`src/rtl/ppu_pkg.sv`:
```
// ---------------------------------------------------------------------------
// ppu_pkg
//   Shared types and widths for the PPU VRAM arbiter slice.
//   - owner_e   : which requester a VRAM read slot belongs to
//   - rd_tag_t  : {valid, owner} tag carried alongside a read through latency
//   - slot_e    : slot-select FSM state (owner of the slot now on the VRAM bus)
// ---------------------------------------------------------------------------
package ppu_pkg;

   localparam int VRAM_ADDR_W = 16;
   localparam int VRAM_DATA_W = 8;

   typedef enum logic [1:0] {
      OWN_NONE = 2'd0,
      OWN_REN  = 2'd1,
      OWN_CPU  = 2'd2
   } owner_e;

   typedef struct packed {
      logic   valid;
      owner_e owner;
   } rd_tag_t;

   typedef enum logic [1:0] {
      ST_IDLE = 2'd0,
      ST_REN  = 2'd1,
      ST_CPU  = 2'd2
   } slot_e;

   localparam rd_tag_t RD_TAG_EMPTY = '{valid: 1'b0, owner: OWN_NONE};

endpackage

```
`src/rtl/ppu_vram_arbiter_vram_rd_pipe.sv`:
```
// ---------------------------------------------------------------------------
// vram_rd_pipe
//   Carries the owner tag of each VRAM slot through the two-cycle VRAM read
//   latency and steers the returning data to the render or CPU port with a
//   registered 1-cycle valid pulse.
//   Ports:
//     clk, reset           system clock, synchronous active-high reset
//     tag_in               tag of the slot selected this cycle
//     vram_rdata           VRAM read data (valid 1 cycle after vram_addr)
//     ren_rvalid/ren_rdata render read return
//     cpu_rvalid/cpu_rdata CPU read return
// ---------------------------------------------------------------------------
import ppu_pkg::*;

module vram_rd_pipe #(
   parameter int DATA_W = VRAM_DATA_W
) (
   input  logic              clk,
   input  logic              reset,
   input  rd_tag_t           tag_in,
   input  logic [DATA_W-1:0] vram_rdata,
   output logic              ren_rvalid,
   output logic [DATA_W-1:0] ren_rdata,
   output logic              cpu_rvalid,
   output logic [DATA_W-1:0] cpu_rdata
);

   // s0 lines up with vram_addr, s1 with vram_rdata.
   rd_tag_t s0_q;
   rd_tag_t s1_q;

   logic ren_hit;
   logic cpu_hit;

   assign ren_hit = s1_q.valid && (s1_q.owner == OWN_REN);
   assign cpu_hit = s1_q.valid && (s1_q.owner == OWN_CPU);

   // NOTE: sequential state uses non-blocking assignments so every register
   // samples pre-edge values and the shift order cannot race.
   always_ff @(posedge clk) begin
      if (reset) begin
         s0_q       <= RD_TAG_EMPTY;
         s1_q       <= RD_TAG_EMPTY;
         ren_rvalid <= 1'b0;
         ren_rdata  <= '0;
         cpu_rvalid <= 1'b0;
         cpu_rdata  <= '0;
      end else begin
         s0_q       <= tag_in;
         s1_q       <= s0_q;
         ren_rvalid <= ren_hit;
         cpu_rvalid <= cpu_hit;
         if (ren_hit) ren_rdata <= vram_rdata;
         if (cpu_hit) cpu_rdata <= vram_rdata;
      end
   end

endmodule

```
`src/rtl/ppu_vram_arbiter.sv`:
```
// ---------------------------------------------------------------------------
// ppu_vram_arbiter
//   Shares the single-port PPU VRAM between the render fetcher (fixed
//   priority, level request) and the CPU PPUDATA path (one-entry latched
//   request with busy flag). One VRAM access per clk; read data is returned
//   to its owner three cycles after the slot is granted.
//   Build option: define PPU_VRAM_STARVE_GUARD_EN to force a CPU slot after
//   STARVE_LIMIT consecutive render wins while a CPU request is pending.
//   Ports:
//     clk, reset                       clock, synchronous active-high reset
//     ren_req/ren_addr/ren_gnt         render fetch request / grant (comb)
//     ren_rvalid/ren_rdata             render read return
//     cpu_req/cpu_we/cpu_addr/cpu_wdata CPU access pulse and operands
//     cpu_busy                         CPU entry pending or read in flight
//     cpu_rvalid/cpu_rdata             CPU read return
//     cpu_overrun                      sticky: cpu_req seen while busy
//     vram_addr/vram_we/vram_wdata     registered VRAM command
//     vram_rdata                       VRAM read data
// ---------------------------------------------------------------------------
import ppu_pkg::*;

module ppu_vram_arbiter #(
   parameter int ADDR_W = VRAM_ADDR_W,
   parameter int DATA_W = VRAM_DATA_W
`ifdef PPU_VRAM_STARVE_GUARD_EN
   , parameter int STARVE_LIMIT = 8
`endif
) (
   input  logic              clk,
   input  logic              reset,
   input  logic              ren_req,
   input  logic [ADDR_W-1:0] ren_addr,
   output logic              ren_gnt,
   output logic              ren_rvalid,
   output logic [DATA_W-1:0] ren_rdata,
   input  logic              cpu_req,
   input  logic              cpu_we,
   input  logic [ADDR_W-1:0] cpu_addr,
   input  logic [DATA_W-1:0] cpu_wdata,
   output logic              cpu_busy,
   output logic              cpu_rvalid,
   output logic [DATA_W-1:0] cpu_rdata,
   output logic              cpu_overrun,
   output logic [ADDR_W-1:0] vram_addr,
   output logic              vram_we,
   output logic [DATA_W-1:0] vram_wdata,
   input  logic [DATA_W-1:0] vram_rdata
);

   slot_e             state_q;
   slot_e             state_d;

   logic              ent_valid_q;
   logic              ent_we_q;
   logic [ADDR_W-1:0] ent_addr_q;
   logic [DATA_W-1:0] ent_wdata_q;

   logic              busy_q;
   logic              overrun_q;
   logic [ADDR_W-1:0] vram_addr_q;
   logic              vram_we_q;
   logic [DATA_W-1:0] vram_wdata_q;

   logic              cpu_issue;
   logic              cpu_accept;
   logic              cpu_done;
   logic              starve_hit;
   rd_tag_t           tag_d;

   // ---------------- starve guard ----------------
`ifdef PPU_VRAM_STARVE_GUARD_EN
   localparam int STARVE_W = $clog2(STARVE_LIMIT + 1);

   logic [STARVE_W-1:0] starve_cnt_q;

   assign starve_hit = ent_valid_q && (starve_cnt_q == STARVE_W'(STARVE_LIMIT));

   // Counts render wins only while the CPU entry waits; any CPU issue clears it.
   always_ff @(posedge clk) begin
      if (reset) begin
         starve_cnt_q <= '0;
      end else if (cpu_issue) begin
         starve_cnt_q <= '0;
      end else if ((state_d == ST_REN) && ent_valid_q) begin
         starve_cnt_q <= starve_cnt_q + 1'b1;
      end
   end
`else
   assign starve_hit = 1'b0;
`endif

   // ---------------- slot select ----------------
   // NOTE: every always_comb output gets a default first so no path can
   // leave a signal unassigned and infer a latch.
   always_comb begin
      state_d = ST_IDLE;
      ren_gnt = 1'b0;
      if (ren_req && !starve_hit) begin
         state_d = ST_REN;
         ren_gnt = !reset;
      end else if (ent_valid_q) begin
         state_d = ST_CPU;
      end
   end

   assign cpu_issue = (state_d == ST_CPU);

   // Only reads need a return; a CPU write slot carries an invalid tag.
   always_comb begin
      tag_d = RD_TAG_EMPTY;
      case (state_d)
         ST_REN:  tag_d = '{valid: 1'b1,       owner: OWN_REN};
         ST_CPU:  tag_d = '{valid: !ent_we_q,  owner: OWN_CPU};
         default: tag_d = RD_TAG_EMPTY;
      endcase
   end

   // A new CPU access is taken only when nothing CPU-side is outstanding.
   assign cpu_accept = cpu_req && !busy_q;
   // Busy ends after the write cycle on the bus, or on the read-return pulse.
   assign cpu_done   = ((state_q == ST_CPU) && vram_we_q) || cpu_rvalid;

   // ---------------- state, CPU entry, VRAM command ----------------
   always_ff @(posedge clk) begin
      if (reset) begin
         state_q      <= ST_IDLE;
         ent_valid_q  <= 1'b0;
         ent_we_q     <= 1'b0;
         ent_addr_q   <= '0;
         ent_wdata_q  <= '0;
         busy_q       <= 1'b0;
         overrun_q    <= 1'b0;
         vram_addr_q  <= '0;
         vram_we_q    <= 1'b0;
         vram_wdata_q <= '0;
      end else begin
         state_q <= state_d;

         case (state_d)
            ST_REN: begin
               vram_addr_q <= ren_addr;
               vram_we_q   <= 1'b0;
            end
            ST_CPU: begin
               vram_addr_q  <= ent_addr_q;
               vram_we_q    <= ent_we_q;
               vram_wdata_q <= ent_wdata_q;
            end
            default: vram_we_q <= 1'b0;  // idle slot: address holds
         endcase

         if (cpu_issue) ent_valid_q <= 1'b0;

         if (cpu_accept) begin
            ent_valid_q <= 1'b1;
            ent_we_q    <= cpu_we;
            ent_addr_q  <= cpu_addr;
            ent_wdata_q <= cpu_wdata;
         end else if (cpu_req) begin
            overrun_q <= 1'b1;
         end

         if (cpu_accept)    busy_q <= 1'b1;
         else if (cpu_done) busy_q <= 1'b0;
      end
   end

   assign cpu_busy    = busy_q;
   assign cpu_overrun = overrun_q;
   assign vram_addr   = vram_addr_q;
   assign vram_we     = vram_we_q;
   assign vram_wdata  = vram_wdata_q;

   // ---------------- read return ----------------
   vram_rd_pipe #(
      .DATA_W(DATA_W)
   ) u_rd_pipe (
      .clk        (clk),
      .reset      (reset),
      .tag_in     (tag_d),
      .vram_rdata (vram_rdata),
      .ren_rvalid (ren_rvalid),
      .ren_rdata  (ren_rdata),
      .cpu_rvalid (cpu_rvalid),
      .cpu_rdata  (cpu_rdata)
   );

endmodule

```
`config.mk`:
```
export PLATFORM = sky130hd
export DESIGN_NAME = ppu_vram_arbiter
export DESIGN_NICKNAME = d
export VERILOG_FILES = /design/src/rtl/ppu_pkg.sv /design/src/rtl/ppu_vram_arbiter_vram_rd_pipe.sv /design/src/rtl/ppu_vram_arbiter.sv
export SDC_FILE = /design/constraint.sdc
export NUM_CORES = 1
export LEC_CHECK = 0
export ABC_AREA = 1
export BUFFER_PORTS_ARGS = -buffer_cell sky130_fd_sc_hd__buf_4
export CORE_AREA = 2 2 83 85
export CTS_BUF_LIST = sky130_fd_sc_hd__clkbuf_4
export DETAILED_ROUTE_END_ITERATION = 8
export DIE_AREA = 0 0 85 87
export GPL_TIMING_DRIVEN = 0
export MAX_ROUTING_LAYER = met4
export PLACE_DENSITY = 0.79
export SETUP_SLACK_MARGIN = 0.02
export SKIP_LAST_GASP = 1
export SLEW_MARGIN = 20
export SYNTH_ARGS = -nofsm -noshare
export SYNTH_HDL_FRONTEND = slang
export SYNTH_SLANG_ARGS = --single-unit
```
`constraint.sdc`:
```
create_clock -name clk -period 0.9 [get_ports clk]
set_input_delay 0.18 -clock clk [delete_from_list [all_inputs] [get_ports clk]]
set_output_delay 0.18 -clock clk [all_outputs]
set_load 0.05 [all_outputs]
```
==> reports/qor.csv, run 1 <==
metric;value;unit
root_buffer;clkbuf_4;
yosysWarnings;0;
wl_per_cell;21.5;um
cp-start-kind;register;
gp_congestion;0.892;
layout_common_cells;buf_4, buf_8, nand2_1;
dpl.hpwl;5370;um
p_per_area;1550;mW/mm2
grt_max_degree;13;
highest_layer;met4;
diodes;0;
drt_first_iter_violations;273;
grtUsageTotal;29.8;%
drive_gt1_share;63.0;%
io_pins;99;
min_from;cpu_wdata[3];
synth-seq-cells;78;
layout_setup_ws;-279;ps
wl_met3;1130;um
fin_nets;603;
rr_endpoint;u_rd_pipe.s0_q[2]$_SDFF_PP0_;
grt_overflow_total;0;
hold_path.class;input port to register;
start_util;45.3;%
path_buf_inv;1;
maxCapViolCount;0;
fin_area;0.00572;mm2
fin_skew;11.7;ps
fin_crit_sh;131;%
cts_max_path_buffers;2;
regToRegSetupSlack;-210;ps
hold_slack;-1.02;ps
tritoncts;yes;
placed_cell_area;0.00390;mm2
wl;13600;um
antenna_found_initial;0;
die_x;85;um
worstMarginPinSlew;582;ps
outcome;complete, but fails checks;
crit_slowest_cell;dfxtp_2;
dp_worst_setup_slack;-168;ps
required;720;ps
grt_pass1_wl;16500;um
syn_nets;434;
finalSetupViolations;114;
r2r_start;ent_valid_q$_SDFFE_PP0P_;
drt-vias-per-instance;5.84;
synthDistinctLibCells;22;
peakVddDrop;1090;uV
grt_pass1_vias;3408;
fin_util;87.1;%
fmax;0.848;GHz
drc;0;
ys_seq_area_share;52.5;%
numCtsBuffers;9;
port_buffers;96;
wl_met2;6930;um
violations;hold timing, setup timing;
hold_viol;1;
max-slew-margin-rel;61.2;%
crit_type;register to output pin;
endpoint_kind;output pin;
rsz0062_at_grt;yes;
ant_nets;0;
drv_slew;0;
worst_r2r_path_depth;4;
syn_to_final_growth;92.5;%
avgSynthCellArea;7.80;um2
met1Wirelength;4690;um
min_to;ent_wdata_q[3]$_SDFFE_PP0P_;
coreArea;0.00657;mm2
min_delay_path_depth;3;
cp_max_fo;2;
path_cells;buf_8;
max_stage_delay;410;ps
vias;3705;
dieArea;0.00740;mm2
cts.clk_slew.worst_paths;130;ps
fp.dieH;87;um
p_leak;2.58;nW
htree_levels;3;
fin_crit;1180;ps
cts_num_sinks;78;
layout_commonest_cell;buf_4;
syn_inst;381;
clock_latency;430;ps
rows;30;
cpLargestDelayFamily;flip-flops;
first_pass_iters;6;
cp-startpoint;vram_addr[15]$_SDFFE_PP0P_;
arrival;1000;ps
syn_area;0.00297;mm2
[stage by stage]
stage	total power, W	TNS [ps]	cells
3_5_place_dp	0.00515	-4590	557
4_1_cts	0.00824	-14040	610
6_report	0.00889	-19200	634
5_1_grt	0.00910	-22210	634
3_3_place_gp	0.00512	-3540	557
2_1_floorplan	0.00469	-1960	381
[report_power, final]
group,leakage [nW],switching [W],internal (W)
clock,0.0885,0.00128,0.00137
sequential,0.663,0.000250,0.00367
combinational,1.83,0.00126,0.00106
[how the worst max path moves through the flow]
stage,to,slack [ps],cells after the start
6_report,vram_addr[15],-280,1
5_1_grt,vram_addr[2],-290,1
4_1_cts,cpu_busy,-240,1
3_5_place_dp,ent_addr_q[2]$_SDFFE_PP0P_,-170,5
3_3_place_gp,ent_addr_q[2]$_SDFFE_PP0P_,-150,5
2_1_floorplan,ent_we_q$_SDFFE_PP0P_,-80,6
[state kept, by name, indices dropped and copies added (netlist names), 2 cells and up]
name,flops
vram_addr,16
u_rd_pipe.s1_q,3
ent_wdata_q,8
u_rd_pipe.s0_q,2
vram_wdata,8
u_rd_pipe.cpu_rdata,8
u_rd_pipe.ren_rdata,8
state_q,2
ent_addr_q,16
[Yosys cell counts, drive strengths merged]
cell type / count / area share [%]
dfxtp: 78 / 53
nand2: 76 / 9.8
nor2: 75 / 10
o21ai: 33 / 5.6
nand3: 32 / 5.7
inv: 28 / 3.6
buf: 22 / 5.3
a21oi: 17 / 2.9
nand4: 16 / 3.4
a211oi: 1 / 0.25
clkbuf: 1 / 0.13
nor3: 1 / 0.17
nor3b: 1 / 0.42
[final cells by class]
| cell class | count | area [um2] |
|---|---|---|
| timing repair buffer | 155 | 1670 |
| clock inverter | 6 | 101 |
| tap | 80 | 100 |
| inverter | 28 | 153 |
| sequential | 78 | 1630 |
| fill | 270 | 846 |
| multi-input combinational | 254 | 1750 |
| buffer | 22 | 236 |
| timing repair inverter | 2 | 12.5 |
| clock buffer | 9 | 67.6 |
[layer usage]
| layer | vias to the layer above | global-route usage (%) |
|---|---|---|
| met5 | - | - |
| met4 | 0 | 15.3 |
| met3 | 89 | 5.97 |
| met2 | 290 | 52.9 |
| met1 | 1738 | 31.3 |
| li1 | 1588 | - |
[repair_timing]
item	4_1_cts	5_1_grt
pin swaps	34	37
gates resized for setup	220	107
endpoints found under the hold margin	16	3
hold buffers	12	3
buffers inserted	13	21
endpoints found under the setup margin	112	114
gates cloned	14	0
[kinds of logic (layout without fill, tap and decap cells)]
| logic type | count (synthesis) | count (layout) | synth area share [%] |
|---|---|---|---|
| AND/OR/NAND/NOR | 201 | 203 | 29.7 |
| flip-flops | 78 | 78 | 52.5 |
| AO/OA/AOI/OAI | 51 | 51 | 8.67 |
| buffers and inverters | 51 | 222 | 9.09 |
Note: power is estimated with default switching activity, not from simulation.
==> run 2: changes to the inputs <==
CORE_AREA = 2 2 118 63   (was 2 2 83 85)
CTS_BUF_LIST = unset   (was sky130_fd_sc_hd__clkbuf_4)
DIE_AREA = 0 0 120 65   (was 0 0 85 87)
PLACE_DENSITY = 0.76   (was 0.79)
==> run 2 against run 1 <==
The flow finishes with violations (setup timing). Register-to-register slack gained 60 ps. First-iteration DRC count shrank 15%. Clock skew shrank 9.4 ps. Critical path depth is the same. Clock power grew 26%. Via count shrank 12%. Flip-flop and latch count is the same. Sequential power is essentially flat. Critical path type unchanged. Critical endpoint is now cpu_busy. Largest power group unchanged.
==> reports/qor.csv, run 2 (synthesis gave the netlist of run 1 again) <==
metric;value;unit;change
cts_max_path_buffers;2;;unchanged
cp-start-kind;register;;
root_buffer;clkbuf_16;;
required;720;ps;about the same
die_x;120;um;+41%
start_util;43.0;%;-2.2 points
cp_max_fo;3;;+1
layout_setup_ws;-148;ps;+131 ps
fin_nets;575;;-4.6%
maxCapViolCount;0;;unchanged
first_pass_iters;5;;-1
port_buffers;96;;unchanged
ant_nets;0;;unchanged
p_per_area;1720;mW/mm2;+10%
finalSetupViolations;109;;-4.4%
path_cells;buf_8;;
finalSetupTns;-10070;ps;+9120 ps
rows;22;;-27%
violations;setup timing;;
p_leak;2.40;nW;-7.3%
gp_congestion;0.827;;-7.3%
r2r_start;cpu_busy$_SDFFE_PP0P_;;
grt_overflow_total;0;;unchanged
drc;0;;unchanged
wl_per_cell;17.3;um;-20%
fp.dieH;65;um;-25%
power;0.00920;W;+3.5%
hold_slack;37.8;ps;+38.9 ps
hold_path.class;input port to register;;
placed_cell_area;0.00392;mm2;+0.51%
io_pins;99;;unchanged
grt_pass1_vias;2910;;-15%
cp-startpoint;cpu_busy$_SDFFE_PP0P_;;
outcome;complete, but fails checks;;
vias;3260;;-12%
fin_skew;2.25;ps;-9.44 ps
peakVddDrop;1260;uV;+16%
grt_max_degree;13;;unchanged
drt_first_iter_violations;233;;-15%
layout_commonest_cell;buf_4;;
fmax;0.954;GHz;+13%
crit_slowest_cell;dfxtp_4;;
cts_num_sinks;78;;unchanged
cts.clk_slew.worst_paths;60;ps;-70 ps
crit_type;register to output pin;;
hold_viol;0;;-1
numCtsBuffers;9;;unchanged
min_from;reset;;
fin_area;0.00537;mm2;-6.3%
grtUsageTotal;26.5;%;-3.3 points
grt_pass1_wl;15200;um;-8.0%
dieArea;0.00780;mm2;+5.5%
max-slew-margin-rel;55.3;%;-5.8 points
diodes;0;;unchanged
rsz0062_at_grt;yes;;
arrival;870;ps;-130 ps
fin_util;77.7;%;-9.5 points
wl;10800;um;-21%
htree_levels;3;;unchanged
max_stage_delay;380;ps;-30 ps
coreArea;0.00691;mm2;+5.2%
tritoncts;yes;;
antenna_found_initial;0;;unchanged
endpoint_kind;output pin;;
clock_latency;340;ps;-90 ps
drt-vias-per-instance;5.23;;-10%
cpLargestDelayFamily;flip-flops;;
fin_crit_sh;116;%;-15 points
layout_common_cells;buf_4, nand2_1, dfxtp_2;;
fin_crit;1050;ps;-131 ps
drive_gt1_share;57.9;%;-5.1 points
path_buf_inv;1;;unchanged
worstMarginPinSlew;670;ps;+87.7 ps
drv_slew;0;;unchanged
syn_to_final_growth;80.5;%;
dpl.hpwl;5900;um;+9.9%
run 2: path summary, 6_finish.rpt:
check,slack (ps),cells past startpoint,endpoint
max,-150,1,cpu_busy
min,40,2,u_rd_pipe.ren_rdata[7]$_SDFFE_PP0P_
max reg2reg,-150,5,ent_addr_q[0]$_SDFFE_PP0P_
min reg2reg,400,2,u_rd_pipe.s1_q[0]$_SDFF_PP0_
run 2: power by group:
part	internal, W	switching [W]	leakage, nW
registers	0.00368	0.000213	0.663
clock network	0.00202	0.00133	0.134
logic	0.000911	0.00106	1.60
total	0.00661	0.00260	2.40
run 2: cell type report:
cell class              instances  area, um2
fillers                       427       1540
repair buffers                127       1350
inverters                      28        153
repair inverters                2       12.5
multi-input cells             254       1570
clock inverters                 1       5.00
plain buffers                  22        246
clock buffers                  15        268
flip-flops and latches         78       1630
well taps                      96        120
run 2: per-layer routing:
layer	track usage (%)	wire length, um	up-vias	part of all wire (%)
li1	-	-	1517	-
met5	-	0	-	0
met2	37.9	4900	151	46
met3	6.95	750	27	7.0
met4	8.97	215	0	2.0
met1	36.3	4890	1565	45
run 2: through the flow:
stage / instances / worst slack (ps)
floorplan: 381 / -79.1
global placement: 573 / -126
detailed placement: 573 / -143
CTS: 610 / -153
global route: 623 / -172
finish: 623 / -148
run 2: repair_timing:
item                       CTS  global route
setup endpoints to repair  110           115
hold endpoints to repair     0             0
pin swaps                   35            29
setup buffers               11            13
cloned                      11             0
gates resized for setup    192            83
hold buffers                 0             0
==> run 3: changes to the inputs <==
CORE_AREA = 2 2 116 62   (was 2 2 118 63)
CTS_BUF_LIST = sky130_fd_sc_hd__clkbuf_8   (was unset)
DIE_AREA = 0 0 118 64   (was 0 0 120 65)
PLACE_DENSITY = 0.78   (was 0.76)
==> run 3 against run 2 <==
The run still ends with setup timing left. Global-route usage up 3.7 points. Setup slack worse by 100 ps. Sequential share of layout area fell by 0.97 points. Clock-buffer cell count shrank 4. Final cell count unchanged. Combinational power is 13% higher. Utilization up 8.1 points. Non-clock buffer count grew 3. Critical path depth rose by 4. Wire length up 27%.
==> reports/qor.csv, run 3 (synthesis gave the netlist of run 1 again) <==
metric;value;unit;change
maxCapViolCount;0;;unchanged
min_from;reset;;
fin_crit;1150;ps;+104 ps
peakVddDrop;1150;uV;-8.8%
cts.clk_slew.worst_paths;80;ps;+20 ps
endpoint_kind;register;;
layout_setup_ws;-252;ps;-104 ps
cp_max_fo;8;;+5
sw_frac_of_total;30.5;%;+2.3 points
r2r_start;ent_valid_q$_SDFFE_PP0P_;;
worstMarginPinSlew;693;ps;+23.1 ps
fin_util;85.8;%;+8.1 points
io_pins;99;;unchanged
arrival;1400;ps;+530 ps
port_buffers;96;;unchanged
hold_viol;0;;unchanged
layout_common_cells;buf_4, nand2_1, nor2_1;;
drt_first_iter_violations;326;;+40%
diodes;0;;unchanged
fmax;0.868;GHz;-9.0%
vias;3619;;+11%
die_x;118;um;-1.7%
tritoncts;yes;;
internal_power;0.00636;W;-3.7%
hold_path.class;input port to register;;
drc;0;;unchanged
grt_pass1_wl;16900;um;+11%
fin_skew;9.75;ps;+7.50 ps
numCtsBuffers;9;;unchanged
start_util;45.8;%;+2.8 points
wl;13700;um;+27%
p_seq_share;42.6;%;+0.3 points
nFillCells;274;;-36%
placed_cell_area;0.00392;mm2;-0.13%
clkPwrFrac;33.1;%;-3.2 points
violations;setup timing;;
fin_area;0.00557;mm2;+3.8%
fp.dieH;64;um;-1.5%
cts_num_sinks;78;;unchanged
rows;21;;-4.5%
dpl.hpwl;6010;um;+1.7%
first_pass_iters;5;;unchanged
cp-start-kind;register;;
layoutNonFillerInstCount;623;;unchanged
coreArea;0.00649;mm2;-6.1%
comb_power_share;24.4;%;+3.0 points
cts_hold_buf;0;;unchanged
htree_levels;3;;unchanged
finalSetupViolations;114;;+4.6%
required;1150;ps;+430 ps
root_buffer;clkbuf_8;;
grt_pass1_vias;3304;;+14%
max-slew-margin-rel;53.8;%;-1.5 points
syn_to_final_growth;87.3;%;
drt-vias-per-instance;5.81;;+11%
p_leak;2.49;nW;+4.1%
antenna_found_initial;0;;unchanged
drv_slew;0;;unchanged
crit_type;register to register;;
ant_nets;0;;unchanged
grt_max_degree;14;;+1
p_per_area;1640;mW/mm2;-4.1%
dpl.cell_count;569;;-0.70%
layout_commonest_cell;buf_4;;
grtUsageTotal;30.2;%;+3.7 points
clock_latency;360;ps;+20 ps
outcome;complete, but fails checks;;
cts_max_path_buffers;2;;unchanged
wl_per_cell;22.0;um;+27%
dieArea;0.00755;mm2;-3.2%
rsz0062_at_grt;yes;;
cp-startpoint;ent_valid_q$_SDFFE_PP0P_;;
fin_nets;579;;+0.70%
p_sw;0.00280;W;+7.8%
drive_gt1_share;62.3;%;+4.5 points
grt_overflow_total;0;;unchanged
fin_crit_sh;128;%;+12 points
gp_congestion;0.891;;+7.7%
[run 3: cell types whose count changed in the layout (fill, tap and decap cells not counted), moves of 6 or more]
cell       previous run  this run
o21ai_1              22        11
o21ai_2               6        16
clkbuf_8              2        11
nand2_1              54        48
nor2_2               10         3
nor2_1               41        47
clkbuf_16             9         2
[run 3: repair_timing]
action	in CTS	in global routing
pin swaps	23	38
setup buffers	16	12
gates resized for setup	199	116
endpoints found under the setup margin	111	116
endpoints found under the hold margin	0	0
gates cloned	10	3
[run 3: area by class of cell]
cell class,count,area [um2],share of cell area (%)
buffer,22,269,4.83
clock buffer,11,151,2.72
clock inverter,5,75.1,1.35
inverter,28,155,2.79
multi-input combinational,255,1710,30.7
sequential,78,1640,29.5
tap,92,115,2.07
timing repair buffer,130,1440,25.8
timing repair inverter,2,17.5,0.315
[run 3: through the flow]
step	power, W	setup WS [ps]	hold WS (ps)	TNS (ps)
final	0.00916	-252	7.47	-16240
after global placement	0.00513	-126	398	-3750
after global routing	0.00935	-265	4.09	-19320
after CTS	0.00854	-174	22.6	-11200
after floorplan	0.00469	-79.1	325	-1960
after detailed placement	0.00516	-159	403	-4910
[run 3: path summary, 6_finish.rpt]
check	cells after the start	slack, ps	end
worst max-delay path	5	-250	vram_wdata[5]$_SDFFE_PP0P_
worst min-delay path	2	7	u_rd_pipe.ren_rdata[7]$_SDFFE_PP0P_
worst min register to register	2	430	u_rd_pipe.s1_q[0]$_SDFF_PP0_
worst max register to register	5	-250	vram_wdata[5]$_SDFFE_PP0P_
[run 3: critical path, stage by stage, from the launching register on]
cell	delay [ps]
dfxtp_4	390
buf_12	140
nand2_8	60
clkinvlp_4	180
nor2_1	200
nor2_1	80
[run 3: power by group through the flow]
stage	Sequential, W	Combinational (W)	Clock [W]
2_1_floorplan	0.00411	0.000581	0
3_5_place_dp	0.00385	0.00132	0
6_report	0.00390	0.00223	0.00303
4_1_cts	0.00383	0.00176	0.00295
3_3_place_gp	0.00384	0.00129	0
5_1_grt	0.00392	0.00231	0.00313
[run 3: layer usage]
layer	global-route usage, %	vias to the layer above	part of all wire, %
li1	-	1531	-
met1	36.7	1716	39
met2	47.7	289	45
met3	8.75	83	11
met4	12.7	0	5.5
met5	-	-	0
